### config.mk
export PLATFORM = sky130hd
export DESIGN_NAME = psram_arbiter_flat
export DESIGN_NICKNAME = d
export VERILOG_FILES = /design/src/rtl/psram_arbiter_if.sv /design/src/rtl/psram_arbiter.sv /design/src/flat_wrapper.sv
export SDC_FILE = /design/constraint.sdc
export NUM_CORES = 1
export LEC_CHECK = 0
export ABC_AREA = 1
export BUFFER_PORTS_ARGS = -buffer_cell sky130_fd_sc_hd__buf_4
export CAP_MARGIN = 20
export CORE_MARGIN = 8
export CORE_UTILIZATION = 40
export CTS_CLUSTER_SIZE = 28
export DETAILED_ROUTE_END_ITERATION = 7
export GPL_ROUTABILITY_DRIVEN = 0
export HOLD_SLACK_MARGIN = 0.1
export PLACE_DENSITY_LB_ADDON = 0.05
export SLEW_MARGIN = 20
export SYNTH_ARGS = -nofsm -noshare
export SYNTH_HDL_FRONTEND = slang
export SYNTH_SLANG_ARGS = --single-unit
### constraint.sdc
create_clock -name clk -period 3.1 [get_ports clk]
set_input_delay 0.155 -clock clk [delete_from_list [all_inputs] [get_ports clk]]
set_output_delay 0.155 -clock clk [all_outputs]
set_load 0.005 [all_outputs]
### src/rtl/psram_arbiter_if.sv
// Requester and controller-side signal bundle for psram_arbiter.
// slave = arbiter view; master = requesters plus PSRAM controller view.
interface psram_arbiter_if;
  logic [1:0]  req;
  logic [1:0]  req_we;
  logic [3:0]  req_be;
  logic [45:0] req_addr;
  logic [31:0] req_wdata;
  logic [1:0]  gnt;
  logic [1:0]  done;
  logic [1:0]  err;
  logic [15:0] rdata;
  logic        busy;
  logic        ctrlr_good;
  logic        op_begun;
  logic        op_finished;
  logic        data_ok;
  logic [15:0] data_in;
  logic        wr;
  logic        rd;
  logic        ub;
  logic        lb;
  logic        burst;
  logic [22:0] addr;
  logic [15:0] data_out;

  modport slave (
    input  req, req_we, req_be, req_addr, req_wdata,
    input  ctrlr_good, op_begun, op_finished, data_ok, data_in,
    output gnt, done, err, rdata, busy,
    output wr, rd, ub, lb, burst, addr, data_out
  );

  modport master (
    output req, req_we, req_be, req_addr, req_wdata,
    output ctrlr_good, op_begun, op_finished, data_ok, data_in,
    input  gnt, done, err, rdata, busy,
    input  wr, rd, ub, lb, burst, addr, data_out
  );
endinterface

### src/rtl/psram_arbiter.sv
// Two-port round-robin arbiter and single-operation sequencer for the PSRAM controller.
// Controller-facing strobes decode only from registered state and latched request fields.
module psram_arbiter #(
  parameter int TIMEOUT_CYCLES = 1024,
  parameter int TMR_W          = 11
) (
  input  logic           clk,
  input  logic           reset,
  psram_arbiter_if.slave bus
);

  typedef enum logic [1:0] {IDLE, ISSUE, WAIT, DONE} state_e;

  localparam logic [TMR_W-1:0] TMO_LAST = TMR_W'(TIMEOUT_CYCLES - 1);

  state_e            state_q, state_d;
  logic              last_q, last_d;
  logic              owner_q, owner_d;
  logic              we_q, we_d;
  logic [1:0]        be_q, be_d;
  logic [22:0]       addr_q, addr_d;
  logic [15:0]       wdata_q, wdata_d;
  logic [15:0]       rdata_q, rdata_d;
  logic [TMR_W-1:0]  tmr_q, tmr_d;
  logic              abort_q, abort_d;
  logic [1:0]        gnt_q, gnt_d;
  logic              win;
  logic              timeout;
  logic [1:0]        owner_oh;

  // Sole requester wins; on contention the port that did not win last time goes.
  function automatic logic pick_winner(input logic [1:0] r, input logic last);
    case (r)
      2'b01:   pick_winner = 1'b0;
      2'b10:   pick_winner = 1'b1;
      default: pick_winner = ~last;
    endcase
  endfunction

  assign timeout = (TIMEOUT_CYCLES != 0) && (tmr_q == TMO_LAST);

  always_comb begin
    state_d = state_q;
    last_d  = last_q;
    owner_d = owner_q;
    we_d    = we_q;
    be_d    = be_q;
    addr_d  = addr_q;
    wdata_d = wdata_q;
    rdata_d = rdata_q;
    tmr_d   = tmr_q;
    abort_d = abort_q;
    gnt_d   = 2'b00;
    win     = 1'b0;

    case (state_q)
      IDLE: begin
        if (bus.ctrlr_good && (bus.req != 2'b00)) begin
          win     = pick_winner(bus.req, last_q);
          owner_d = win;
          last_d  = win;
          we_d    = win ? bus.req_we[1]          : bus.req_we[0];
          be_d    = win ? bus.req_be[3:2]        : bus.req_be[1:0];
          addr_d  = win ? bus.req_addr[45:23]    : bus.req_addr[22:0];
          wdata_d = win ? bus.req_wdata[31:16]   : bus.req_wdata[15:0];
          gnt_d   = win ? 2'b10 : 2'b01;
          tmr_d   = '0;
          abort_d = 1'b0;
          state_d = ISSUE;
        end
      end
      ISSUE: begin
        tmr_d = tmr_q + TMR_W'(1);
        // A combined begin+finish skips WAIT; otherwise the watchdog outranks a plain begin.
        if (bus.op_begun && bus.op_finished) begin
          state_d = DONE;
        end else if (timeout) begin
          abort_d = 1'b1;
          state_d = DONE;
        end else if (bus.op_begun) begin
          state_d = WAIT;
        end
      end
      WAIT: begin
        tmr_d = tmr_q + TMR_W'(1);
        if (bus.op_finished) begin
          state_d = DONE;
        end else if (timeout) begin
          abort_d = 1'b1;
          state_d = DONE;
        end
      end
      DONE: begin
        state_d = IDLE;
      end
      default: begin
        state_d = IDLE;
      end
    endcase

    if (((state_q == ISSUE) || (state_q == WAIT)) && bus.data_ok && !we_q) begin
      rdata_d = bus.data_in;
    end
  end

  always_ff @(posedge clk or posedge reset) begin
    if (reset) begin
      state_q <= IDLE;
      last_q  <= 1'b1;
      owner_q <= 1'b0;
      we_q    <= 1'b0;
      be_q    <= 2'b00;
      addr_q  <= '0;
      wdata_q <= '0;
      rdata_q <= '0;
      tmr_q   <= '0;
      abort_q <= 1'b0;
      gnt_q   <= 2'b00;
    end else begin
      state_q <= state_d;
      last_q  <= last_d;
      owner_q <= owner_d;
      we_q    <= we_d;
      be_q    <= be_d;
      addr_q  <= addr_d;
      wdata_q <= wdata_d;
      rdata_q <= rdata_d;
      tmr_q   <= tmr_d;
      abort_q <= abort_d;
      gnt_q   <= gnt_d;
    end
  end

  assign owner_oh     = owner_q ? 2'b10 : 2'b01;
  assign bus.gnt      = gnt_q;
  assign bus.done     = (state_q == DONE) ? owner_oh : 2'b00;
  assign bus.err      = ((state_q == DONE) && abort_q) ? owner_oh : 2'b00;
  assign bus.rdata    = rdata_q;
  assign bus.busy     = (state_q != IDLE);
  assign bus.rd       = (state_q == ISSUE) && !we_q;
  assign bus.wr       = (state_q == ISSUE) && we_q;
  assign bus.ub       = be_q[1];
  assign bus.lb       = be_q[0];
  assign bus.burst    = 1'b0;
  assign bus.addr     = addr_q;
  assign bus.data_out = wdata_q;

endmodule
### src/flat_wrapper.sv
// flat-port wrapper written by rule: the top's interface ports become plain ports
module psram_arbiter_flat 
#(
  parameter int TIMEOUT_CYCLES = 1024,
  parameter int TMR_W          = 11
)
  (clk, reset, bus_req, bus_req_we, bus_req_be, bus_req_addr, bus_req_wdata, bus_ctrlr_good, bus_op_begun, bus_op_finished, bus_data_ok, bus_data_in, bus_gnt, bus_done, bus_err, bus_rdata, bus_busy, bus_wr, bus_rd, bus_ub, bus_lb, bus_burst, bus_addr, bus_data_out);
  psram_arbiter_if bus_i ();
  input  logic clk;
  input  logic reset;
  input wire logic [$bits(bus_i.req)-1:0] bus_req;
  input wire logic [$bits(bus_i.req_we)-1:0] bus_req_we;
  input wire logic [$bits(bus_i.req_be)-1:0] bus_req_be;
  input wire logic [$bits(bus_i.req_addr)-1:0] bus_req_addr;
  input wire logic [$bits(bus_i.req_wdata)-1:0] bus_req_wdata;
  input wire logic [$bits(bus_i.ctrlr_good)-1:0] bus_ctrlr_good;
  input wire logic [$bits(bus_i.op_begun)-1:0] bus_op_begun;
  input wire logic [$bits(bus_i.op_finished)-1:0] bus_op_finished;
  input wire logic [$bits(bus_i.data_ok)-1:0] bus_data_ok;
  input wire logic [$bits(bus_i.data_in)-1:0] bus_data_in;
  output wire logic [$bits(bus_i.gnt)-1:0] bus_gnt;
  output wire logic [$bits(bus_i.done)-1:0] bus_done;
  output wire logic [$bits(bus_i.err)-1:0] bus_err;
  output wire logic [$bits(bus_i.rdata)-1:0] bus_rdata;
  output wire logic [$bits(bus_i.busy)-1:0] bus_busy;
  output wire logic [$bits(bus_i.wr)-1:0] bus_wr;
  output wire logic [$bits(bus_i.rd)-1:0] bus_rd;
  output wire logic [$bits(bus_i.ub)-1:0] bus_ub;
  output wire logic [$bits(bus_i.lb)-1:0] bus_lb;
  output wire logic [$bits(bus_i.burst)-1:0] bus_burst;
  output wire logic [$bits(bus_i.addr)-1:0] bus_addr;
  output wire logic [$bits(bus_i.data_out)-1:0] bus_data_out;
  assign bus_i.req = bus_req;
  assign bus_i.req_we = bus_req_we;
  assign bus_i.req_be = bus_req_be;
  assign bus_i.req_addr = bus_req_addr;
  assign bus_i.req_wdata = bus_req_wdata;
  assign bus_i.ctrlr_good = bus_ctrlr_good;
  assign bus_i.op_begun = bus_op_begun;
  assign bus_i.op_finished = bus_op_finished;
  assign bus_i.data_ok = bus_data_ok;
  assign bus_i.data_in = bus_data_in;
  assign bus_gnt = bus_i.gnt;
  assign bus_done = bus_i.done;
  assign bus_err = bus_i.err;
  assign bus_rdata = bus_i.rdata;
  assign bus_busy = bus_i.busy;
  assign bus_wr = bus_i.wr;
  assign bus_rd = bus_i.rd;
  assign bus_ub = bus_i.ub;
  assign bus_lb = bus_i.lb;
  assign bus_burst = bus_i.burst;
  assign bus_addr = bus_i.addr;
  assign bus_data_out = bus_i.data_out;
  psram_arbiter #(.TIMEOUT_CYCLES(TIMEOUT_CYCLES), .TMR_W(TMR_W)) u_core (.clk(clk), .reset(reset), .bus(bus_i));
endmodule
## After elaboration in Yosys (flattened, before gate mapping)

Index checks and enable logic that the tools add are counted.

| word-level totals | value |
|---|---|
| register bits after elaboration | 76 |
| input bits | 108 |
| output and inout bits | 67 |
| logic and storage cells | 70 |

| operators by class | value |
|---|---|
| add/subtract/negate cells | 1 |
| equal/unequal tests | 11 |
| multiplexer cells | 27 |
| bitwise logic cells | 1 |
| reduce and logical (&&, ||, !) cells | 19 |

Operator list:

| cell | count |
|---|---|
| $mux W2 | 13 |
| $mux W23 | 1 |
| $pmux W11 S2 | 1 |
| $mux W16 | 1 |
| $add A11 B1 Y11 const B | 1 |
| $eq A11 B10 Y1 const B | 1 |
| $mux W11 | 1 |
| $pmux W2 S4 | 1 |
| $logic_and A1 B1 Y1 | 7 |
| $mux W1 | 7 |
| $eq A2 B2 Y1 const B | 3 |
| $reduce_bool A2 Y1 | 3 |
| $eq A2 B1 Y1 const B | 2 |
| $ne A2 B2 Y1 const B | 2 |
| $ne A4 B2 Y1 const B | 1 |
| $reduce_and A2 Y1 | 2 |
| $reduce_and A4 Y1 | 1 |
| $ne A3 B2 Y1 const B | 1 |
| $pmux W1 S3 | 1 |
| $reduce_and A3 Y1 | 1 |
| $reduce_bool A3 Y1 | 1 |
| $logic_not A2 Y1 | 1 |
| $ne A2 B1 Y1 const B | 1 |
| $pmux W1 S2 | 1 |
| 4 further kinds | 4 |

## Depth between registers and ports, before layout

Gate-level depths: netlist of the first run.

| depth | value |
|---|---|
| word-level depth | 7 |
| gate-level depth with buffers | 11 |
| depth with buffers taken out | 10 |

## Worst setup path after synthesis of the first run

OpenSTA, ideal clock, no wires.

| timing | value |
|---|---|
| path type | register to register |
| from | register u_core.state_q[0] |
| to | register u_core.rdata_q[0] (netlist: u_core.bus.rdata[0]) |
| setup time | 0.125 ns |
| arrival time | 1.517 ns |
| data required time | 2.975 ns |
| slack | 1.458 ns |
| stages on the path, launching flop included | 8 |
| buffers on the path | 1 |
| period minus slack after synthesis | 1.642 ns |
| cell sequence | dfrtp_1 inv_1 ha_1 inv_2 nor2_4 nand2_4 buf_6 mux2_4 |

| between the ends | value |
|---|---|
| cells in the longest elaborated chain, start to end | 4 |
| elaborated cells on any way between the ends | 5 |
| classes of those cells | eq/ne (2); reduce/logical (3) |

RTL lines:

| what | RTL line | RTL |
|---|---|---|
| start: declaration | psram_arbiter.sv:16 | `state_e state_q, state_d;` |
| start signal: assignment | psram_arbiter.sv:120 | `state_q <= state_d;` |
| $eq A2 B1 Y1 or $eq A2 B2 Y1 (tied branches) | psram_arbiter.sv:101 | `if (((state_q == ISSUE) \|\| (state_q == WAIT)) && bus.data_ok && !we_q) begin` |
| $logic_or A1 B1 Y1 (*) | psram_arbiter.sv:101 |  |
| $logic_and A1 B1 Y1 (*) (2 in a row) | psram_arbiter.sv:101 |  |
| end signal: assignment | psram_arbiter.sv:127 | `rdata_q <= rdata_d;` |
| end: declaration | psram_arbiter.sv:23 | `logic [15:0] rdata_q, rdata_d;` |

Every way passes the cells marked *; elsewhere a longest branch is shown, timed or not.
A chain may end at the register's enable or synchronous reset.

## Worst setup path in the final report of the first run

| timing | value |
|---|---|
| from | register u_core.state_q[0] |
| to | register u_core.wdata_q[11] (netlist: u_core.bus.data_out[11]) |

| between the ends | value |
|---|---|
| cells in the longest elaborated chain, start to end | 2 |

RTL lines:

| what | RTL line | RTL |
|---|---|---|
| $logic_not A2 Y1 | psram_arbiter.sv:56 | `case (state_q)` |
| $reduce_and A2 Y1 (no source line) | - |  |
| end signal: assignment | psram_arbiter.sv:126 | `wdata_q <= wdata_d;` |
| end: declaration | psram_arbiter.sv:22 | `logic [15:0] wdata_q, wdata_d;` |

Every way passes these cells.

==> results.md, run 1 <==
* Drt wl/cell at 15.4 um
* Worst setup SP type: register
* Largest net degree at the start of global routing at 47
* Fin. Hold Viols at 0
* Die Wd at 111 um
* Hold Crit Depth at 5
* Hold Path Sink: u_core.last_q
* Reg clk slew, reported paths at 80 ps
* Die footprint at 12200 um2
* Skew-Pair Late Insertion Delay at 340 ps
* Root buf cell: clkbuf_8
* Hold_buf cts at 101
* Fin crit share at 89.4%
* Clk buf depth at 2
* Status: finished, final reports clean
* Via density at 4.76
* Most frequent cells in the layout: buf_4, nand2_1, dlygate4sd3_1
* Post-placement cell count at 676
* H-tree depth at 3
* Nets at 796
* Worst r2r dst: u_core.bus.data_out[11]
* Hold Path Class: in -> reg
* Signal arrival time at the worst endpoint at 2990 ps
* Synth warn at 0
* Critical path class: reg -> reg
* Global route hottest layer: met2
* Fin. max-slew vios at 0
* Placed Area at 4960 um2
* Area share of the largest cell type after synthesis at 52.4%
* Setup_tns at 0 ps
* FF-to-FF setup slack at 330 ps
* Slew @ Worst Pin at 756 ps
* Antenna viol nets, final at 0
* CP endpoint kind: register
* Sequential area share after synthesis at 53.1%
* Worst Path Required at 3320 ps
* Initial antenna violation count at 1
* FILL cells at 652
* Max VDD drop at 0.000365 V
* Synth area leaders: dfrtp_1, nand2_1, nand3_1
* Routed Wire Length at 12200 um
* GR Util met3 at 6.01%
* Clk sinks at 76
* Crit path max fanout at 21
* Die H at 111 um
* Fmax at 361 MHz
* Post-Synthesis Cells at 406
* Lkg Pwr at 0.00327 uW
* CTS Buf Count at 9
* Worst reg2reg path depth at 10
* Met1 usage at 21.7%
* Worst rel slew slack at 49.5%
* Max cap viols at 0
* Hold WS at 219 ps
* Min-delay src: bus_ctrlr_good
* Overall Global Routing Usage at 19.7%
* Via count at 3780
* Pwr Density at 809 nW/um2
* Worst R2R Start: u_core.state_q[0]
* Final setup fails at 0
* Syn Area/Cell at 8.82 um2
* Tmin final at 2770 ps
* Largest area contributor in the netlist: dfrtp_1
* First-pass GRT wire length at 19800 um
* CTS tree: yes
* Met2 Track Usage GR at 34.4%
* Register bit count reported by yosys at 76
* Vias in the first global route at 4120
* Mapped Nets at 522
* Synth Cell Area at 3580 um2
* Synth cell types at 32
* I/O pin count at 175
* DR pass1 iterations at 4
* DRT iter0 DRCs at 136
* RSZ-0062 raised after global routing: false
* Core area at 8720 um2
* Resized Gates After CTS at 0
* Cell row count at 34
* Congestion Overflow GR at 0
* Most common cell after layout, fill and taps aside: buf_4
* Clk_skew at 12.7 ps
* Ratio of cells with drive above 1 in the final layout at 32.8%
* Port bufs at 173
* Syn-to-layout area delta at 72.4%
* Post-CTS Setup Bufs at 0
* Residual DRC count at 0
* Fin area at 6170 um2
* Post-DP HPWL at 8230 um
* Starting Density at 41.1%
* Non-filler cells, final at 794
## power by group
group | total [uW] | switching (uW) | internal (uW)
combinational | 2490 | 1020 | 1470
clock | 769 | 374 | 396
sequential | 1740 | 295 | 1450
## layer usage
| metal | vias to the layer above | share of wire, % |
|---|---|---|
| met5 | - | 0 |
| met3 | 16 | 6.1 |
| met2 | 134 | 52 |
| li1 | 1828 | - |
| met4 | 0 | 1.9 |
| met1 | 1802 | 40 |
## final cells by class
cell class | instances | area (um2) | share of cell area [%]
clock buffers | 11 | 141 | 2.29
well taps | 108 | 135 | 2.19
inverters | 30 | 113 | 1.82
diodes | 1 | 2.50 | 0.0405
multi-input cells | 284 | 1470 | 23.8
flip-flops and latches | 76 | 1900 | 30.8
repair buffers | 279 | 2350 | 38.0
clock inverters | 5 | 61.3 | 0.993
## state kept, by name, indices dropped and copies added, names as in the netlist, 2 cells and up
register and cells:
u_core.state_q 2, u_core.be_q 2, u_core.bus.rdata 16, u_core.bus.data_out 16, u_core.bus.gnt 2, u_core.tmr_q 11
u_core.bus.addr 23
## logic make-up (layout without fill, tap and decap cells)
group                      Yosys count  count (layout)  synth area share (%)
AOI/OAI and AO/OA                   19              19                  3.21
DFF                                 76              76                  53.1
buffers and inverters               46             325                  5.84
and+or+nand+nor                    240             240                  28.8
muxes                               16              16                  6.08
adders and majority gates            8               8                  2.80
other                                1               2                 0.105
## critical path: stages (launching register included)
cell	delay, ps
dfrtp_1	430
inv_1	90
ha_1	250
nand3_2	90
inv_1	50
nand2_1	100
clkinv_1	520
buf_4	410
nand2_1	80
nand3_1	70
dlygate4sd3_1	560
## cell usage after synthesis
cell / instances
nand3b_1: 1
clkinv_1: 1
mux2_4: 10
nor3b_1: 1
nor3_1: 2
nand3_1: 49
nand4_1: 1
or2_1: 1
nand3_2: 1
conb_1: 1
nand2_1: 158
nor2_1: 19
buf_2: 8
inv_1: 27
buf_6: 3
nand4_2: 1
o21ai_2: 2
clkbuf_1: 4
inv_2: 2
mux2_2: 6
dfstp_2: 1
ha_1: 8
dfrtp_1: 75
a21oi_1: 8
a21oi_2: 1
o21bai_1: 1
o21ai_0: 6
nor2_2: 1
buf_4: 1
nand2_4: 3
nor2_4: 2
o21bai_2: 1
## worst max-delay path by stage
stage	startpoint	to	slack, ps	depth (start not counted)
detailed placement	u_core.state_q[0]	u_core.bus.addr[15]	870	9
CTS	u_core.state_q[0]	u_core.bus.data_out[11]	330	10
floorplan	reset	u_core.abort_q	1010	1
global route	u_core.state_q[0]	u_core.bus.addr[15]	70	10
finish	u_core.state_q[0]	u_core.bus.data_out[11]	330	10
global placement	u_core.state_q[0]	u_core.bus.data_out[3]	980	9
## stage by stage
stage          util [%]  setup WS [ps]  power, uW
2_1_floorplan         -           1010       2800
6_report           70.8            329       5000
5_1_grt            70.8           74.4       5370
3_3_place_gp       56.8            985       3700
4_1_cts            70.7            334       5010
3_5_place_dp       56.8            871       3750
No activity file was read; power rests on OpenSTA's default activity.
==> run 2: changes to the inputs <==
Settings changed: PLACE_DENSITY set to 0.71, PLACE_DENSITY_LB_ADDON 0.05 to not set.
==> run 2 against run 1 <==
  * Wire length is 2.6% higher
  * Combinational power about the same
  * Total power decreased by 0.31%
  * Via count up 2.8%
  * Global-route usage grew 0.32 points
  * Register-to-register slack lost 98 ps
  * Critical path type unchanged
  * Largest cell class unchanged
==> results.md, run 2 (synthesis results as in run 1) <==
* Die Wd at 111 um (unchanged)
* Residual DRC count at 0 (unchanged)
* Root buf cell: clkbuf_8 (unchanged)
* Port bufs at 173 (unchanged)
* Clk buf depth at 2 (unchanged)
* Final setup fails at 0 (unchanged)
* Status: finished, final reports clean (unchanged)
* Initial antenna violation count at 0 (was 1)
* Pwr Density at 809 nW/um2 (about the same)
* I/O pin count at 175 (unchanged)
* Slew @ Worst Pin at 736 ps (was 756 ps)
* Fmax at 349 MHz (was 361 MHz)
* Hold WS at 218 ps (was 219 ps)
* Die footprint at 12200 um2 (unchanged)
* Hold Path Class: in -> reg (unchanged)
* DR pass1 iterations at 5 (was 4)
* Clk sinks at 76 (unchanged)
* Cell row count at 34 (unchanged)
* Via density at 4.91 (was 4.76)
* Fin crit share at 92.6% (was 89.4%)
* Setup_tns at 0 ps (unchanged)
* Syn-to-layout area delta at 71.9% (was 72.4%)
* Worst rel slew slack at 50.9% (was 49.5%)
* Most common cell after layout, fill and taps aside: buf_4 (unchanged)
* Clk_skew at 16.7 ps (was 12.7 ps)
* CTS Buf Count at 9 (unchanged)
* Starting Density at 41.1% (unchanged)
* Antenna viol nets, final at 0 (unchanged)
* Reg clk slew, reported paths at 90 ps (was 80 ps)
* Largest net degree at the start of global routing at 47 (unchanged)
* Signal arrival time at the worst endpoint at 3110 ps (was 2990 ps)
* Non-filler cells, final at 792 (was 794)
* Congestion Overflow GR at 0 (unchanged)
* Die H at 111 um (unchanged)
* Worst Path Required at 3340 ps (was 3320 ps)
* Post-CTS Setup Bufs at 0 (unchanged)
* Nets at 795 (was 796)
* Setup slack at placement at 816 ps (was 871 ps)
* Post-placement cell count at 675 (was 676)
* Max VDD drop at 0.000411 V (was 0.000365 V)
* Core area at 8720 um2 (unchanged)
* Max reg flops at 23 (unchanged)
* CP endpoint kind: register (unchanged)
* Fin. Hold Viols at 0 (unchanged)
* Drt wl/cell at 15.8 um (was 15.4 um)
* Skew-Pair Late Insertion Delay at 350 ps (was 340 ps)
* CTS tree: yes (unchanged)
* Critical path class: reg -> reg (unchanged)
* H-tree depth at 3 (unchanged)
* Max cap viols at 0 (unchanged)
* N_diodes at 0 (was 1)
* Ratio of cells with drive above 1 in the final layout at 32.9% (was 32.8%)
* First-pass GRT wire length at 20300 um (was 19800 um)
* RSZ-0062 raised after global routing: false (unchanged)
* Post-DP HPWL at 8160 um (was 8230 um)
* Crit path max fanout at 22 (was 21)
* Tmin final at 2870 ps (was 2770 ps)
* Crit path setup slack, layout at 231 ps (was 329 ps)
* Via count at 3887 (was 3780)
* Worst setup SP type: register (unchanged)
* Routed Wire Length at 12500 um (was 12200 um)
* Fin. max-slew vios at 0 (unchanged)
* Vias in the first global route at 4220 (was 4120)
* Most frequent cells in the layout: buf_4, nand2_1, dlygate4sd3_1 (unchanged)
* Overall Global Routing Usage at 20.0% (was 19.7%)
* DRT iter0 DRCs at 194 (was 136)
* Lkg Pwr at 0.00327 uW (about the same)
[run 2: cell types whose count changed in the layout (fill, tap and decap cells not counted), sizes merged]
| cell | change |
|---|---|
| clkbuf | -2 |
| bufinv | -1 |
| inv | +2 |
| clkinv | +2 |
| clkinvlp | -1 |
| buf | -1 |
| diode | -1 |
[run 2: worst paths after layout]
path | end | slack (ps) | startpoint | cells past startpoint
min in group asynchronous | u_core.bus.addr[10] | 360 | reset | 3
worst max register to register | u_core.bus.addr[4] | 230 | u_core.state_q[0] | 10
max in group asynchronous | u_core.last_q | 1940 | reset | 4
worst min register to register | u_core.last_q | 470 | u_core.last_q | 2
worst max-delay path | u_core.bus.addr[4] | 230 | u_core.state_q[0] | 10
worst min-delay path | u_core.last_q | 220 | bus_ctrlr_good | 5
[run 2: final cells by class]
| class | count | area [um2] |
|---|---|---|
| clock buffer | 9 | 124 |
| clock inverter | 7 | 57.6 |
| fill | 588 | 2570 |
| inverter | 30 | 114 |
| multi-input combinational | 284 | 1470 |
| sequential | 76 | 1900 |
| tap | 108 | 135 |
| timing repair buffer | 278 | 2350 |
[run 2: metal layers]
| metal | GRT usage, % | part of all wire [%] | wire [um] |
|---|---|---|---|
| met2 | 33.1 | 48 | 6060 |
| met1 | 23.2 | 42 | 5210 |
| met5 | 0 | 0 | 0 |
| met4 | 7.30 | 1.8 | 228 |
| met3 | 7.09 | 8.1 | 1020 |
[run 2: timing repair]
action                                 in CTS  in global routing
gates resized for setup                     0                  0
hold buffers                              101                  0
endpoints found under the hold margin      81                  0
[run 2: report_power, final]
| part | leakage [uW] | total (uW) | internal (uW) | switching, uW |
|---|---|---|---|---|
| logic | 0.00223 | 2520 | 1470 | 1050 |
| registers | 0.000948 | 1750 | 1450 | 303 |
| clock network | 0.0000881 | 708 | 302 | 407 |
[run 2: critical path, cell delays in order (launching register included)]
cell           delay [ps]
dfrtp_1               460
inv_1                 100
ha_1                  260
nand3_2               100
inv_1                  50
nand2_1               110
clkinv_1              540
buf_12                390
nand2_1                90
nand3_1               100
dlygate4sd3_1         570
[run 2: per-stage QoR]
stage,util [%],area (um2),power [uW]
floorplan,-,3580,2800
global placement,56.9,4960,3690
detailed placement,56.9,4960,3760
CTS,70.6,6150,4960
global route,70.6,6150,5320
finish,70.6,6150,4980
